[config.mk]
export PLATFORM = sky130hd
export DESIGN_NAME = icap_bitstream_feeder
export DESIGN_NICKNAME = d
export VERILOG_FILES = /design/src/rtl/icap_bitstream_feeder.sv
export SDC_FILE = /design/constraint.sdc
export NUM_CORES = 1
export LEC_CHECK = 0
export BUFFER_PORTS_ARGS = -buffer_cell sky130_fd_sc_hd__buf_2
export CELL_PAD_IN_SITES_DETAIL_PLACEMENT = 0
export CELL_PAD_IN_SITES_GLOBAL_PLACEMENT = 1
export CORE_MARGIN = 4
export CORE_UTILIZATION = 40
export CTS_BUF_LIST = sky130_fd_sc_hd__clkbuf_16
export CTS_CLUSTER_DIAMETER = 60
export DETAILED_ROUTE_END_ITERATION = 6
export PLACE_DENSITY = 0.92
export SETUP_SLACK_MARGIN = 0.5
export SYNTH_ARGS = -nofsm -noshare
export SYNTH_HDL_FRONTEND = slang
export SYNTH_SLANG_ARGS = --single-unit
[constraint.sdc]
create_clock -name clk -period 3.3 [get_ports clk]
set_input_delay 0.66 -clock clk [delete_from_list [all_inputs] [get_ports clk]]
set_output_delay 0.66 -clock clk [all_outputs]
set_load 0.02 [all_outputs]
[src/rtl/icap_bitstream_feeder.sv]
// Stream-to-ICAP feeder: captures 32-bit words, serializes them MSB-first into BUS_WIDTH lanes.
// Optional per-byte bit reversal is compiled in with ICAP_FEEDER_BITSWAP_EN.
module icap_bitstream_feeder #(
    parameter int unsigned BUS_WIDTH   = 8,
    parameter int unsigned COUNT_WIDTH = 24
) (
    input  logic                   clk,
    input  logic                   rst,
    input  logic                   start,
    input  logic                   abort,
    input  logic [31:0]            s_data,
    input  logic                   s_valid,
    input  logic                   s_last,
    output logic                   s_ready,
    input  logic                   icap_busy,
    output logic [BUS_WIDTH-1:0]   icap_in,
    output logic                   write_req,
    output logic                   done,
    output logic                   synced,
    output logic                   error,
    output logic [COUNT_WIDTH-1:0] word_cnt
);

    localparam int unsigned LANES     = 32 / BUS_WIDTH;
    localparam int unsigned KW        = (LANES > 1) ? $clog2(LANES) : 1;
    localparam logic [31:0] SYNC_WORD = 32'hAA995566;

    typedef enum logic [1:0] {
        IDLE  = 2'd0,
        ARMED = 2'd1,
        SEND  = 2'd2,
        DONE  = 2'd3
    } state_t;

    state_t                 state_q, state_d;
    logic [KW-1:0]          k_q, k_d;
    logic [31:0]            word_q, word_d;
    logic                   last_q, last_d;
    logic                   done_q, done_d;
    logic                   synced_q, synced_d;
    logic                   error_q, error_d;
    logic [COUNT_WIDTH-1:0] cnt_q, cnt_d;

    logic final_lane;
    logic accept;
    logic is_sync;

    // Byte-wise bit reversal (ICAP bit ordering) or pass-through.
    function automatic logic [31:0] prep_word(input logic [31:0] w);
        logic [31:0] r;
`ifdef ICAP_FEEDER_BITSWAP_EN
        for (int b = 0; b < 4; b++) begin
            for (int i = 0; i < 8; i++) begin
                r[8*b + i] = w[8*b + 7 - i];
            end
        end
`else
        r = w;
`endif
        return r;
    endfunction

    assign final_lane = (k_q == KW'(LANES - 1));
    assign write_req  = (state_q == SEND) && !icap_busy && !abort;
    assign s_ready    = !abort && ((state_q == ARMED) ||
                        ((state_q == SEND) && final_lane && !icap_busy && !last_q));
    assign accept     = s_valid && s_ready;
    assign is_sync    = (s_data == SYNC_WORD);

    // Lane 0 always sits in the top bits of the shifting word register.
    assign icap_in  = word_q[31 -: BUS_WIDTH];
    assign done     = done_q;
    assign synced   = synced_q;
    assign error    = error_q;
    assign word_cnt = cnt_q;

    always_comb begin
        state_d  = state_q;
        k_d      = k_q;
        word_d   = word_q;
        last_d   = last_q;
        synced_d = synced_q;
        error_d  = error_q;
        cnt_d    = cnt_q;

        case (state_q)
            IDLE: begin
                if (start && !abort) begin
                    state_d  = ARMED;
                    cnt_d    = '0;
                    synced_d = 1'b0;
                    error_d  = 1'b0;
                end
            end
            ARMED: begin
                if (accept) begin
                    state_d = SEND;
                end
            end
            SEND: begin
                if (write_req) begin
                    if (!final_lane) begin
                        k_d    = k_q + KW'(1);
                        word_d = word_q << BUS_WIDTH;
                    end else if (last_q) begin
                        state_d = DONE;
                    end else if (!accept) begin
                        state_d = ARMED;
                    end
                end
            end
            DONE: begin
                state_d = IDLE;
            end
            default: begin
                state_d = IDLE;
            end
        endcase

        // Word load and per-word bookkeeping share one accept condition.
        if (accept) begin
            word_d   = prep_word(s_data);
            last_d   = s_last;
            k_d      = '0;
            cnt_d    = (&cnt_q) ? cnt_q : cnt_q + COUNT_WIDTH'(1);
            synced_d = synced_q || is_sync;
            if (s_last && !(synced_q || is_sync)) begin
                error_d = 1'b1;
            end
        end

        if (abort) begin
            state_d = IDLE;
        end

        done_d = (state_d == DONE);
    end

    always_ff @(posedge clk) begin
        if (rst) begin
            state_q  <= IDLE;
            k_q      <= '0;
            word_q   <= '0;
            last_q   <= 1'b0;
            done_q   <= 1'b0;
            synced_q <= 1'b0;
            error_q  <= 1'b0;
            cnt_q    <= '0;
        end else begin
            state_q  <= state_d;
            k_q      <= k_d;
            word_q   <= word_d;
            last_q   <= last_d;
            done_q   <= done_d;
            synced_q <= synced_d;
            error_q  <= error_d;
            cnt_q    <= cnt_d;
        end
    end

endmodule

==> results by group, run 1 <==
Global routing
  • First-pass GRT wire length: 13400 microns
  • Largest net degree at the start of global routing: a little over 40
  • Initial antenna violation count: 0
  • Vias in the first global route: 2847
  • Total gr overflow: 0
  • Tot GR Track Use: 0.169

Clock network
  • Hold-fix buffers at CTS: 0
  • CTS tree: built
  • Clk_lat worst skew: about 0.32 ns
  • CTS root buf: clkbuf_16
  • CTS clock-pin slew for the worst setup and hold paths: 0.05 ns
  • Clock sinks: 64
  • Clk buf depth: 2
  • CTS resizes: 0
  • # H-tree levels: 3
  • Setup Buffers After CTS: 0
  • CTS Buf Count: 9

Pwr
  • Pwr Total: 1.77 mW
  • Leakage: about 1.4 nW
  • PwrDens: around 470 nW/um^2
  • VDD IR max: 307 uV

Yosys
  • Seq/Total Area, Yosys: 0.406
  • Post-Synth Simple-Gate Area: 0.320
  • Prevailing post-synth register cell: dfxtp_1
  • Syn Inst Count: 380
  • Post-synthesis mux area share: 0.0159
  • Compound-Gate Fraction of Synth Area: 0.169
  • Flops & latches, synth: 64
  • Synth Area in XOR/XNOR: 0.0167
  • Syn Area/Cell: 8.30 sq um
  • Yosys cell types: 53
  • Number of flops mapped to enable cells by yosys: 0
  • Syn nets: 421
  • Async SR Flop Fraction: 0
  • Yosys warnings: 0
  • Synthesized area: 3150 sq um
  • Synth Area in Adders: 0.00793
  • Combinational family with the most area after synthesis: simple AND/OR/NAND/NOR gates

Worst setup path
  • Critical Path AT: ~2.0 ns
  • Setup CP Type: reg2out
  • Crit path max fanout: 4
  • Crit. End Element: output port
  • Startpoint Class: flip-flop
  • WP data required: 2.64 ns
  • Worst R2R Path Depth: 6

STA
  • Tmin final: 2.65 ns
  • Unrepaired setup endpoints after global routing: false
  • Clk_skew: 0.00901 ns
  • Final Hold Fails: 0
  • Least-Margin Pin Slew: approximately 0.92 ns
  • Pins Over Slew Limit: 0
  • Setup TNS: 0 ns
  • F_max: about 380 MHz
  • Endpoints failing setup: 0
  • Fin worst setup slack: 0.650 ns
  • Final worst-path cycle share: 0.803
  • Slew margin rel.: 0.386

Finish
  • Final std cells w/o fill: 541
  • Diodes inserted: 0
  • Final Core Density: 0.492
  • Most frequent cells in the layout: buf_2 (75), nand2_1 (71), dfxtp_1 (64)
  • Net count, final: about 480
  • Filler cells: just under 800
  • Layout cells sized above 1: 0.237
  • Area grow syn2layout: 19.9%
  • Most common cell after layout, fill and taps aside: buf_2

Floorplan
  • Die ar.: 9370 sq um
  • Core region area: 7690 sq um
  • Rows: 32
  • Chip width: 96.8 microns
  • IO Pins: 76
  • Die height: 96.8 microns
  • Starting Density: 0.410

Run
  • MaxCap Viol Count: 0

Placed design
  • Placed Instances: 527
  • Setup WS pre-CTS: 0.777 ns
  • Post-detail-place hpwl: 5770 microns
  • Final RePlAce weighted congestion: about 0.85
  • I/O Buffers: 75

Routing
  • Vias per cell: 5.54
  • Routed Antenna Nets: 0
  • DRT iter0 DRCs: 167
  • Final WL: 8060 microns
  • Via count: 2998
  • DR pass1 iterations: 4
  • DR WL/cell: 14.9 microns
  • DRC: 0

Run status
  • Status: finished, final reports clean

Worst hold path
  • Worst Hold Depth: 2
  • Hold crit path type: reg2reg
-- metrics by stage --
step | cell area, sq um | hold slack, ns
3_5_place_dp | 3510 | 0.448
5_1_grt | 3780 | 0.476
4_1_cts | 3780 | 0.456
3_3_place_gp | 3510 | 0.446
2_1_floorplan | 3150 | 0.437
6_report | 3780 | 0.455
-- critical path, cell delays in order, from the launching register on --
cell and delay, ns:
dfxtp_1 0.35, ha_1 0.22, nor3b_1 0.62, nand3b_1 0.13, a21oi_1 0.17, buf_2 0.18
-- kinds of logic after synthesis --
kind of cell	Yosys count
AOI/OAI and AO/OA	76
xor gates and xnor gates	6
adders and majority gates	2
buffers and inverters	36
DFF	64
muxes	5
and+or+nand+nor	191
-- final timing paths --
path / from / to / slack, ns
worst min register to register: word_q[14]$_SDFFE_PP0P_ / word_q[14]$_SDFFE_PP0P_ / 0.45
worst min-delay path: word_q[14]$_SDFFE_PP0P_ / word_q[14]$_SDFFE_PP0P_ / 0.45
worst max register to register: k_q[0]$_SDFFE_PP0P_ / word_cnt[13]$_SDFFE_PP0P_ / 0.92
worst max-delay path: k_q[0]$_SDFFE_PP0P_ / s_ready / 0.65
-- power by group --
group | switching (mW) | internal, mW | total, mW
logic | 0.0600 | 0.0386 | 0.0986
registers | 0.00721 | 0.783 | 0.791
clock network | 0.314 | 0.569 | 0.883
-- cell usage after synthesis, drive strengths merged (2+ instances only) --
| library cell | number | share of area |
|---|---|---|
| o21ai | 3 | 0.0048 |
| nand4 | 4 | 0.0099 |
| o211ai | 5 | 0.012 |
| or3 | 7 | 0.014 |
| nand2 | 71 | 0.084 |
| ha | 2 | 0.0079 |
| and3 | 3 | 0.0060 |
| nor2b | 3 | 0.0060 |
| nor4b | 3 | 0.015 |
| nor3 | 7 | 0.011 |
| nand3 | 18 | 0.029 |
| and4bb | 2 | 0.0079 |
| nand3b | 3 | 0.0071 |
| a311oi | 16 | 0.044 |
| buf | 21 | 0.046 |
| dfxtp | 64 | 0.41 |
| a31o | 2 | 0.0056 |
| xnor2 | 5 | 0.014 |
| and4 | 3 | 0.0087 |
| nor2 | 33 | 0.039 |
| or4 | 11 | 0.026 |
| o31ai | 2 | 0.0048 |
| clkbuf | 13 | 0.015 |
| mux2i | 5 | 0.016 |
| nand2b | 4 | 0.0079 |
| inv | 2 | 0.0024 |
| a22oi | 8 | 0.019 |
| a21oi | 30 | 0.048 |
| or4bb | 4 | 0.014 |
| nor4 | 10 | 0.020 |
-- layer usage --
layer / share of wire / GRT usage / vias up
met5: 0 / 0 / -
met1: 0.47 / 0.219 / 1421
met2: 0.46 / 0.267 / 77
li1: - / - / 1493
met3: 0.052 / 0.0404 / 7
met4: 0.013 / 0.0724 / 0
-- cell type report --
type	instances	area, sq um	area share
tap	102	128	0.0338
multi-input combinational	280	1680	0.445
inverter	2	7.51	0.00199
sequential	64	1280	0.339
timing repair buffer	79	405	0.107
clock inverter	5	50.0	0.0132
clock buffer	9	225	0.0596
-- registers in the layout, summed over array words and instances (netlist names) --
signal    cells
last_q        1
k_q           2
state_q       2
word_q       32
done          1
error         1
synced        1
word_cnt     24
No activity file was read; power rests on OpenSTA's default activity.
==> inputs of run 2 (changes only) <==
CORE_UTILIZATION = 39   (was 40)
PLACE_DENSITY = 0.9   (was 0.92)
clock period = 2.7 ns   (was 3.3 ns; I/O delays follow)
==> results by group, run 2 (synthesis gave the netlist of run 1 again) <==
Floorplan
  • Die height: 97.9 microns
  • Core region area: 7810 sq um
  • Chip width: 97.9 microns
  • Starting Density: 0.404
  • Die ar.: 9590 sq um
  • Rows: 32
  • IO Pins: 76

Finish
  • Area grow syn2layout: 24.5%
  • Diodes inserted: 0
  • Most common cell after layout, fill and taps aside: buf_2
  • Layout cells sized above 1: 0.266
  • Largest Register: word_q
  • Net count, final: 488
  • Largest register FFs: 32
  • Most frequent cells in the layout: buf_2 (74), nand2_1 (71), dfxtp_1 (62)

Worst setup path
  • Crit path max fanout: 8
  • Reg-to-Reg Start: word_cnt[3]$_SDFFE_PP0P_
  • Crit. End Element: flip-flop
  • CP cell instances: and4_2 -> nand3_1 -> or4_1 -> or3_1 -> a21oi_1
  • Setup CP Type: reg2reg
  • CP max stage delay: about 0.54 ns
  • Crit path max-delay family: simple AND/OR/NAND/NOR gates
  • Crit path max-delay cell type: or4_1
  • Setup crit start: word_cnt[3]$_SDFFE_PP0P_
  • R2r endpoint: word_cnt[23]$_SDFFE_PP0P_
  • R2R setup slack: 0.63 ns
  • Worst path bufs/invs: 0
  • WP data required: 2.95 ns
  • Startpoint Class: flip-flop
  • Worst R2R Path Depth: 5
  • Critical Path AT: 2.33 ns

Worst hold path
  • Hold-critical path endpoint: word_q[14]$_SDFFE_PP0P_
  • Worst Hold Depth: 2
  • Hold crit path type: reg2reg
  • Hold Path Origin: word_q[14]$_SDFFE_PP0P_

Routing
  • Final WL: between 8000 and 9000 microns
  • DR pass1 iterations: 4
  • Via count: 3041
  • DRC: 0
  • DRT iter0 DRCs: ~220
  • DR WL/cell: 15.0 microns
  • Routed Antenna Nets: 0
  • Vias per cell: about 5.5

Global routing
  • Initial antenna violation count: 0
  • Total gr overflow: 0
  • First-pass GRT wire length: 13500 microns
  • Largest net degree at the start of global routing: 42
  • Vias in the first global route: between 2000 and 3000
  • Tot GR Track Use: 0.170

Clock network
  • CTS clock-pin slew for the worst setup and hold paths: 0.05 ns
  • Clk_lat worst skew: 0.32 ns
  • # H-tree levels: 3
  • Hold-fix buffers at CTS: 0
  • CTS tree: built
  • CTS Buf Count: 9
  • Clock sinks: 64
  • Clk buf depth: 2
  • CTS root buf: clkbuf_16

STA
  • Final Hold Fails: 0
  • Final worst-path cycle share: 0.768
  • Setup TNS: 0 ns
  • Slew margin rel.: 0.406
  • F_max: a little under 500 MHz
  • Fin worst setup slack: 0.626 ns
  • Tmin final: 2.07 ns
  • Endpoints failing setup: 0
  • Unrepaired setup endpoints after global routing: false
  • Least-Margin Pin Slew: 0.888 ns
  • Pins Over Slew Limit: 0
  • Clk_skew: 0.00653 ns

Pwr
  • Leakage: 1.50 nW
  • PwrDens: 558 nW/um^2
  • VDD IR max: 327 uV

Placed design
  • I/O Buffers: between 70 and 80
  • Final RePlAce weighted congestion: ~0.9
  • Post-detail-place hpwl: ~5900 microns
  • Setup WS pre-CTS: 0.437 ns

Run status
  • Status: finished, final reports clean

Run
  • MaxCap Viol Count: 0
-- run 2: cell types whose count changed in the layout (fill, tap and decap cells not counted), moves of 2 or more --
cell / before / now
buf_4: 4 / 15
clkinv_1: 0 / 3
clkinv_2: 4 / 2
dfxtp_1: 64 / 62
dfxtp_2: 0 / 2
or4_1: 11 / 9
or4_4: 0 / 2
-- run 2: routing by layer --
metal,part of all wire,wire [microns],GRT usage,vias to the layer above
met2,0.46,3800,0.251,93
met5,0,0,0,-
met1,0.47,3920,0.240,1410
li1,-,-,-,1527
met4,0.016,129,0.0735,0
met3,0.052,428,0.0321,11
-- run 2: worst max path at each step --
stage                           endpoint  slack (ns)  depth (start not counted)
2_1_floorplan        k_q[1]$_SDFFE_PP0P_        0.63                          6
3_3_place_gp    word_cnt[4]$_SDFFE_PP0P_        0.47                          5
3_5_place_dp   word_cnt[13]$_SDFFE_PP0P_        0.44                          6
4_1_cts        word_cnt[15]$_SDFFE_PP0P_        0.49                          5
5_1_grt        word_cnt[23]$_SDFFE_PP0P_        0.49                          5
6_report       word_cnt[23]$_SDFFE_PP0P_        0.63                          5
-- run 2: report_power, final --
group	switching (mW)	internal, mW	total [mW]	leakage (nW)
logic	0.0771	0.0556	0.133	0.845
registers	0.00894	0.957	0.966	0.518
clock network	0.396	0.695	1.09	0.138
-- run 2: tightest hold or removal path: stages, from the launching register on --
cell,delay [ns]
dfxtp_1,0.31
nand2_1,0.05
a21oi_1,0.05
-- run 2: what timing repair did --
item	in CTS	in global routing
gates resized for setup	2	9
endpoints found under the setup margin	8	18
pin swaps	0	4
buffers inserted	0	5
gates cloned	0	1
-- run 2: final cells by class --
cell class / instances / area, sq um
Inverter: 2 / 7.51
Fill cell: 757 / 3880
Multi-Input combinational cell: 281 / 1750
Clock buffer: 9 / 225
Sequential cell: 64 / 1280
Timing Repair Buffer: 89 / 483
Clock inverter: 6 / 51.3
Tap cell: 102 / 128
-- run 2: stage by stage --
stage | area, sq um | hold slack (ns) | total power, mW | utilization | std cells
2_1_floorplan | 3150 | 0.437 | 1.06 | - | 380
3_3_place_gp | 3540 | 0.445 | 1.11 | 0.454 | 532
3_5_place_dp | 3540 | 0.451 | 1.11 | 0.454 | 532
4_1_cts | 3830 | 0.458 | 2.19 | 0.491 | 547
5_1_grt | 3930 | 0.471 | 2.26 | 0.503 | 553
6_report | 3930 | 0.462 | 2.19 | 0.503 | 553
